**src/rtl/sensor_rx_pkg.sv**
```systemverilog
// Shared types and constants for the sensor LVDS frame receiver.
// Optional data checking is enabled by SENSOR_RX_DATA_CHECK_EN.
package sensor_rx_pkg;

    typedef enum logic [2:0] {
        HUNT0,
        HUNT1,
        EXP_ANY,
        EXP_IDLE1,
        FRAME
    } state_t;

    localparam int HEADER_WIDTH = 32;
    localparam int COUNT_WIDTH  = 16;
    localparam int MIN_CPF      = 4;

endpackage

```
**src/rtl/sensor_frame_rx_if.sv**
```systemverilog
// Push-only AXI-stream bundle carrying received frame beats.
// No TREADY: the sink must accept every beat.
interface sensor_frame_rx_if #(
    parameter int LVDS_WIDTH = 512
) ();
    logic [LVDS_WIDTH-1:0] M_TDATA;
    logic                  M_TVALID;
    logic                  M_TUSER;
    logic                  M_TLAST;

    modport master (
        output M_TDATA, M_TVALID, M_TUSER, M_TLAST
    );

    modport slave (
        input M_TDATA, M_TVALID, M_TUSER, M_TLAST
    );
endinterface

```
**src/rtl/sensor_rx_pattern_chk.sv**
```systemverilog
// Captures the replicated cell pattern on SOF and flags masked mismatches.
// Built only when SENSOR_RX_DATA_CHECK_EN is defined.
module sensor_rx_pattern_chk
    import sensor_rx_pkg::*;
#(
    parameter int LVDS_WIDTH    = 512,
    parameter int PATTERN_WIDTH = 32
) (
    input  logic                  clk,
    input  logic                  resetn,
    input  logic [LVDS_WIDTH-1:0] i_lvds,
    input  logic                  i_sof,
    input  logic                  i_beat,
    input  logic                  i_last,
    output logic                  o_mismatch
);
    localparam int REPS = LVDS_WIDTH / PATTERN_WIDTH;

    logic [PATTERN_WIDTH-1:0] r_pat;
    logic [PATTERN_WIDTH-1:0] w_pat;
    logic [LVDS_WIDTH-1:0]    w_exp;
    logic [LVDS_WIDTH-1:0]    w_mask;

    always_ff @(posedge clk) begin
        if (!resetn) begin
            r_pat <= '0;
        end else if (i_sof) begin
            r_pat <= i_lvds[PATTERN_WIDTH-1:0];
        end
    end

    // The SOF word is checked against its own freshly captured pattern
    assign w_pat = i_sof ? i_lvds[PATTERN_WIDTH-1:0] : r_pat;
    assign w_exp = {REPS{w_pat}};

    always_comb begin
        w_mask = '1;
        if (i_sof) w_mask[LVDS_WIDTH-1 -: HEADER_WIDTH] = '0;
        if (i_last) w_mask[HEADER_WIDTH-1:0] = '0;
    end

    assign o_mismatch = i_beat && (|((i_lvds ^ w_exp) & w_mask));
endmodule

```
**src/rtl/sensor_frame_rx.sv**
```systemverilog
// LVDS frame receiver: idle lock, header detect, cycle-count framing.
// Define SENSOR_RX_DATA_CHECK_EN to enable the per-beat pattern check.
module sensor_frame_rx
    import sensor_rx_pkg::*;
#(
    parameter int LVDS_WIDTH    = 512,
    parameter int PATTERN_WIDTH = 32,
    parameter int LOCK_PAIRS    = 4
) (
    input  logic                    clk,
    input  logic                    resetn,
    input  logic [LVDS_WIDTH-1:0]   lvds,
    input  logic [7:0]              idle_0,
    input  logic [7:0]              idle_1,
    input  logic [HEADER_WIDTH-1:0] frame_header,
    input  logic [31:0]             cycles_per_frame,
    sensor_frame_rx_if.master       m_axis,
    output logic                    locked,
    output logic                    sync_err,
    output logic                    eof_err,
    output logic                    data_err,
    output logic [COUNT_WIDTH-1:0]  sync_err_count,
    output logic [COUNT_WIDTH-1:0]  data_err_count,
    output logic [31:0]             frame_count
);
    if ((LVDS_WIDTH % PATTERN_WIDTH) != 0 || LVDS_WIDTH < 64 ||
        LOCK_PAIRS < 1 || LOCK_PAIRS > 15) begin : g_bad_cfg
        $error("sensor_frame_rx: illegal parameter set");
    end

    state_t      r_state;
    logic [3:0]  r_pair_cnt;
    logic [31:0] r_cnt;
    logic [31:0] r_cpf;

    logic        w_idle0, w_idle1, w_hdr;
    logic        w_sof, w_beat, w_last, w_sync_fault;
    logic [3:0]  w_pair_nxt;
    logic [31:0] w_cnt_nxt, w_cpf_in;

    assign w_idle0    = lvds == {(LVDS_WIDTH/8){idle_0}};
    assign w_idle1    = lvds == {(LVDS_WIDTH/8){idle_1}};
    assign w_hdr      = lvds[LVDS_WIDTH-1 -: HEADER_WIDTH] == frame_header;
    assign w_pair_nxt = r_pair_cnt + 4'd1;
    assign w_cnt_nxt  = r_cnt + 32'd1;
    assign w_cpf_in   = (cycles_per_frame < 32'(MIN_CPF)) ?
                        32'(MIN_CPF) : cycles_per_frame;

    // Idle_0 wins over a header match when both could apply
    assign w_sof  = (r_state == EXP_ANY) && !w_idle0 && w_hdr;
    assign w_last = (r_state == FRAME) && (w_cnt_nxt == r_cpf);
    assign w_beat = w_sof || (r_state == FRAME);
    assign w_sync_fault = ((r_state == EXP_ANY) && !w_idle0 && !w_hdr) ||
                          ((r_state == EXP_IDLE1) && !w_idle1);

    always_ff @(posedge clk) begin
        if (!resetn) begin
            r_state         <= HUNT0;
            r_pair_cnt      <= '0;
            r_cnt           <= '0;
            r_cpf           <= '0;
            m_axis.M_TDATA  <= '0;
            m_axis.M_TVALID <= 1'b0;
            m_axis.M_TUSER  <= 1'b0;
            m_axis.M_TLAST  <= 1'b0;
            locked          <= 1'b0;
            sync_err        <= 1'b0;
            eof_err         <= 1'b0;
            sync_err_count  <= '0;
            frame_count     <= '0;
        end else begin
            m_axis.M_TVALID <= w_beat;
            m_axis.M_TUSER  <= w_sof;
            m_axis.M_TLAST  <= w_last;
            if (w_beat) m_axis.M_TDATA <= lvds;
            eof_err  <= w_last && (lvds[31:0] != 32'd0);
            sync_err <= w_sync_fault;

            unique case (r_state)
                HUNT0: begin
                    if (w_idle0) r_state <= HUNT1;
                    else r_pair_cnt <= '0;
                end
                HUNT1: begin
                    if (w_idle1) begin
                        r_pair_cnt <= w_pair_nxt;
                        if (w_pair_nxt == 4'(LOCK_PAIRS)) begin
                            r_state <= EXP_ANY;
                            locked  <= 1'b1;
                        end else begin
                            r_state <= HUNT0;
                        end
                    end else begin
                        r_pair_cnt <= '0;
                        r_state    <= HUNT0;
                    end
                end
                EXP_ANY: begin
                    if (w_idle0) begin
                        r_state <= EXP_IDLE1;
                    end else if (w_hdr) begin
                        r_cnt   <= 32'd1;
                        r_cpf   <= w_cpf_in;
                        r_state <= FRAME;
                    end
                end
                EXP_IDLE1: begin
                    if (w_idle1) r_state <= EXP_ANY;
                end
                FRAME: begin
                    r_cnt <= w_cnt_nxt;
                    if (w_last) begin
                        frame_count <= frame_count + 32'd1;
                        r_state     <= EXP_ANY;
                    end
                end
                default: r_state <= HUNT0;
            endcase

            // A sync fault drops lock; the next word is judged in HUNT0
            if (w_sync_fault) begin
                locked     <= 1'b0;
                r_pair_cnt <= '0;
                r_state    <= HUNT0;
                if (sync_err_count != '1)
                    sync_err_count <= sync_err_count + 1'b1;
            end
        end
    end

`ifdef SENSOR_RX_DATA_CHECK_EN
    logic w_data_err;

    sensor_rx_pattern_chk #(
        .LVDS_WIDTH   (LVDS_WIDTH),
        .PATTERN_WIDTH(PATTERN_WIDTH)
    ) u_pattern_chk (
        .clk       (clk),
        .resetn    (resetn),
        .i_lvds    (lvds),
        .i_sof     (w_sof),
        .i_beat    (w_beat),
        .i_last    (w_last),
        .o_mismatch(w_data_err)
    );

    always_ff @(posedge clk) begin
        if (!resetn) begin
            data_err       <= 1'b0;
            data_err_count <= '0;
        end else begin
            data_err <= w_data_err;
            if (w_data_err && data_err_count != '1)
                data_err_count <= data_err_count + 1'b1;
        end
    end
`else
    assign data_err       = 1'b0;
    assign data_err_count = '0;
`endif
endmodule

```
**src/flat_wrapper.sv**
```systemverilog
// flat-port wrapper written by rule: the top's interface ports become plain ports
module sensor_frame_rx_flat import sensor_rx_pkg::*;
#(
    parameter int LVDS_WIDTH    = 512,
    parameter int PATTERN_WIDTH = 32,
    parameter int LOCK_PAIRS    = 4
)
  (clk, resetn, lvds, idle_0, idle_1, frame_header, cycles_per_frame, locked, sync_err, eof_err, data_err, sync_err_count, data_err_count, frame_count, m_axis_M_TDATA, m_axis_M_TVALID, m_axis_M_TUSER, m_axis_M_TLAST);
  sensor_frame_rx_if #(.LVDS_WIDTH(LVDS_WIDTH)) m_axis_i ();
  input  logic clk;
  input  logic resetn;
  input  logic [LVDS_WIDTH-1:0] lvds;
  input  logic [7:0] idle_0;
  input  logic [7:0] idle_1;
  input  logic [HEADER_WIDTH-1:0] frame_header;
  input  logic [31:0] cycles_per_frame;
  output logic locked;
  output logic sync_err;
  output logic eof_err;
  output logic data_err;
  output logic [COUNT_WIDTH-1:0] sync_err_count;
  output logic [COUNT_WIDTH-1:0] data_err_count;
  output logic [31:0] frame_count;
  output wire logic [$bits(m_axis_i.M_TDATA)-1:0] m_axis_M_TDATA;
  output wire logic [$bits(m_axis_i.M_TVALID)-1:0] m_axis_M_TVALID;
  output wire logic [$bits(m_axis_i.M_TUSER)-1:0] m_axis_M_TUSER;
  output wire logic [$bits(m_axis_i.M_TLAST)-1:0] m_axis_M_TLAST;
  assign m_axis_M_TDATA = m_axis_i.M_TDATA;
  assign m_axis_M_TVALID = m_axis_i.M_TVALID;
  assign m_axis_M_TUSER = m_axis_i.M_TUSER;
  assign m_axis_M_TLAST = m_axis_i.M_TLAST;
  sensor_frame_rx #(.LVDS_WIDTH(LVDS_WIDTH), .PATTERN_WIDTH(PATTERN_WIDTH), .LOCK_PAIRS(LOCK_PAIRS)) u_core (.clk(clk), .resetn(resetn), .lvds(lvds), .idle_0(idle_0), .idle_1(idle_1), .frame_header(frame_header), .cycles_per_frame(cycles_per_frame), .m_axis(m_axis_i), .locked(locked), .sync_err(sync_err), .eof_err(eof_err), .data_err(data_err), .sync_err_count(sync_err_count), .data_err_count(data_err_count), .frame_count(frame_count));
endmodule
```
**config.mk**
```make
export PLATFORM = sky130hd
export DESIGN_NAME = sensor_frame_rx_flat
export DESIGN_NICKNAME = d
export VERILOG_FILES = /design/src/rtl/sensor_rx_pkg.sv /design/src/rtl/sensor_frame_rx_if.sv /design/src/rtl/sensor_rx_pattern_chk.sv /design/src/rtl/sensor_frame_rx.sv /design/src/flat_wrapper.sv
export SDC_FILE = /design/constraint.sdc
export NUM_CORES = 2
export LEC_CHECK = 0
export CORE_AREA = 2 2 453 455
export CTS_BUF_LIST = sky130_fd_sc_hd__clkbuf_4
export CTS_CLUSTER_DIAMETER = 120
export DETAILED_ROUTE_END_ITERATION = 10
export DIE_AREA = 0 0 455 457
export PLACE_DENSITY = 0.41
export SYNTH_ARGS = -nofsm -noshare
export SYNTH_HDL_FRONTEND = slang
export SYNTH_SLANG_ARGS = --single-unit
```
**constraint.sdc**
```tcl
create_clock -name clk -period 4.1 [get_ports clk]
set_input_delay 1.23 -clock clk [delete_from_list [all_inputs] [get_ports clk]]
set_output_delay 1.23 -clock clk [all_outputs]
set_load 0.02 [all_outputs]
```
==> out/metrics.yaml <==
outcome:
  outcome: "complete, but fails checks"
  failed_checks: "negative setup slack"
route:
  wire_per_inst_um: 36.6
  drt-initial-drc-count: 4043
  finalWirelength_um: 339000
  firstDrtPassIters: 6
  vias: 43800
  ant_nets: 0
  remaining_drc_errors: 0
  vias_per_cell: 4.73
power_and_ir_drop:
  p_leak_uw: 0.0210
  pwr-share-clk_pct: 40.6
  irDropWorstVdd_mv: 0.272
  power_density_nw_per_um2: 271
  switching_share_pct: 32.4
  seqPwrFrac_pct: 39.1
  power_frac_comb_pct: 20.3
  intPower_uw: 10700
  power_switching_uw: 5130
clock_network:
  cts_buffer_depth: 3
  clk_pin_slew_ps: 60
  cts-root-buf: "clkbuf_4"
  htree_levels: 4
  clk_latency_ps: 1330
  cts_sinks: 637
  cts_tree: "yes"
  cts_buffers: 203
hold_path:
  hold_depth: 2
  min_from: "u_core.m_axis.M_TDATA[48]"
  hold_class: "reg2reg"
  min_to: "u_core.m_axis.M_TDATA[48]"
placement:
  preCtsSetupSlack_ps: -1910
  dp.cells: 8869
  port_buffers: 1159
  hpwl_um: 292000
  gp_congestion: 1.05
global_route:
  grt_pass1_wl_um: 420000
  antenna_found_initial: 104
  grt_pass1_vias: 41500
  grt_overflow: 0
  grt_util_all_layers_pct: 31.0
  grt_max_degree: 84
timing:
  setup_ws_ps: -141
  period_minus_slack_ps: 4240
  slew_headroom_pct: 26.8
  hold_viol: 0
  slew_violations: 0
  setup_viol: 254
  timing.final.crit_share_pct: 103
  rsz0062_at_grt: "no"
  skew_ps: 94.3
  fmax_ghz: 0.236
  max_slew.worst_pin.slew_ps: 1090
worst_setup_path:
  rr_startpoint: "u_core.r_cnt[0]"
  arrival_ps: 5340
  r2r_end: "u_core.frame_count[26]"
  crit_fanout: 11
  worstSetupEndpointType: "flop"
  cp-start-kind: "input pin"
  path_class: "in2reg"
  worst_r2r_path_depth: 12
  cp.required_ps: 5200
  r2r_slack_ps: 150
job:
  drv_cap: 0
synthesis:
  async_flop_share_pct: 0
  synth_top_cell_by_area: "dfxtp_1"
  ys_warn_count: 0
  synth-seq-area-share_pct: 41.1
  synth_area_per_cell_um2: 7.44
  postSynthCellCount: 4169
  ys_ff_latch: 637
  synth_most_common_cell: "nand2_1"
  synth_area_um2: 31000
  synth_cell_types: 75
  ys_top_cells_by_area: "dfxtp_1, nand2_1, a21oi_1, or4_1, nand4_1"
  yosys-top-cells-count: "nand2_1, dfxtp_1, a21oi_1"
  synth_edf_count: 0
  yosys.area.top_type_share_pct: 41.1
  synthFlopType: "dfxtp_1"
finish:
  nNetsFinal: 6997
  areaGrowthSynthToFinish_pct: 88.5
  final_cells: 9263
  drive_gt1_share_pct: 22.7
floorplanning:
  die_x_um: 455
  dieArea_um2: 208000
  initial_core_util_pct: 15.3
  io_pins: 1177
  die_h_um: 457
  std_cell_rows: 166
  core_area_um2: 203000
metrics by stage:
step           hold slack (ps)  util [%]  cell area (um^2)  power, uW  setup TNS [ps]
2_1_floorplan              447         -             31100       6740               0
3_5_place_dp               443      27.3             55600       9480        -1076330
6_report                   450      28.8             58500      15800           -7670
3_3_place_gp               438      27.3             55600       9490        -1157090
4_1_cts                    413      28.5             58000      16000               0
5_1_grt                    462      28.7             58500      16400               0
logic make-up after synthesis:
kind of cell	count (synthesis)	synth area share, %
compound gates	850	15.2
buf+inv	308	4.25
flops	637	41.1
mux	72	2.33
other cells	1	0.0121
simple gates	2144	32.6
fa+ha+maj	4	0.161
xor+xnor	153	4.32
power by group through the flow:
stage          logic, uW  clock network, uW  registers [uW]
2_1_floorplan        416                  0            6330
3_3_place_gp        3160                  0            6330
3_5_place_dp        3160                  0            6330
4_1_cts             3170               6650            6190
5_1_grt             3230               6960            6180
6_report            3220               6430            6190
state kept, by name, summed over array words and instances, names as in the netlist:
name	cells
u_core.m_axis.M_TDATA	512
u_core.r_state	3
u_core.r_cpf	32
u_core.r_cnt	32
u_core.m_axis.M_TUSER	1
u_core.sync_err	1
u_core.m_axis.M_TVALID	1
u_core.frame_count	32
u_core.eof_err	1
u_core.locked	1
u_core.m_axis.M_TLAST	1
u_core.sync_err_count	16
u_core.r_pair_cnt	4
repair_timing:
item,in CTS,in global routing
setup buffers,0,7
pin swaps,0,7
gates resized for setup,15,29
hold buffers,0,0
endpoints found under the setup margin,602,458
hold endpoints to repair,0,0
gates cloned,0,6
worst max-delay path: stages:
cell             delay (ps)
clkdlybuf4s50_1         510
buf_12                  140
inv_1                    90
nor4_1                  660
o221ai_1                290
nor4_4                  430
buf_4                   170
nand4_1                 130
nor4_4                  400
buf_4                   210
or2_2                   160
o21ai_4                 120
buf_12                  200
clkbuf_16               210
buf_4                   190
nand2_1                  80
a21oi_1                  70
area by class of cell:
type,instances,area [um^2]
clock buffers,273,2050
multi-input cells,3240,17200
diodes,44,110
fillers,22200,145000
well taps,2688,3360
clock inverters,64,313
flip-flops and latches,637,12800
repair buffers,2299,22600
inverters,18,75.1
cells in the final DEF (no fill, tap or decap), types with 13 or more instances in the layout:
| master | instances |
|---|---|
| buf_4 | 945 |
| mux2i_1 | 68 |
| nand2_1 | 1155 |
| or3_1 | 63 |
| nor2_1 | 173 |
| nor4_1 | 86 |
| o2111ai_1 | 15 |
| or4_1 | 130 |
| a21oi_1 | 569 |
| clkdlybuf4s50_1 | 1147 |
| a31oi_1 | 29 |
| clkinv_1 | 48 |
| nor3_1 | 110 |
| a22oi_1 | 15 |
| o22ai_1 | 48 |
| conb_1 | 17 |
| buf_12 | 185 |
| and3_1 | 60 |
| nand3_1 | 132 |
| xnor2_1 | 75 |
| dfxtp_1 | 637 |
| nand4_1 | 152 |
| o21ai_0 | 86 |
| inv_1 | 16 |
| clkbuf_4 | 273 |
| xor2_1 | 78 |
| o31ai_1 | 13 |
| diode_2 | 44 |
worst max path at each step:
stage / start / cells after the start / endpoint
after floorplan: idle_0[6] / 15 / u_core.m_axis.M_TDATA[448]
after global placement: lvds[27] / 15 / u_core.m_axis.M_TDATA[469]
after detailed placement: lvds[27] / 15 / u_core.m_axis.M_TDATA[469]
after CTS: lvds[20] / 17 / u_core.m_axis.M_TDATA[62]
after global routing: lvds[301] / 16 / u_core.m_axis.M_TDATA[12]
final: idle_0[5] / 17 / u_core.m_axis.M_TDATA[12]
per-layer routing:
| metal | vias up | track usage, % | part of all wire (%) |
|---|---|---|---|
| li1 | 19400 | - | - |
| met1 | 21400 | 35.5 | 39 |
| met2 | 2281 | 51.1 | 46 |
| met3 | 612 | 10.0 | 8.7 |
| met4 | 44 | 16.2 | 6.0 |
| met5 | - | 0 | 0.083 |
No activity file was read; power rests on OpenSTA's default activity.
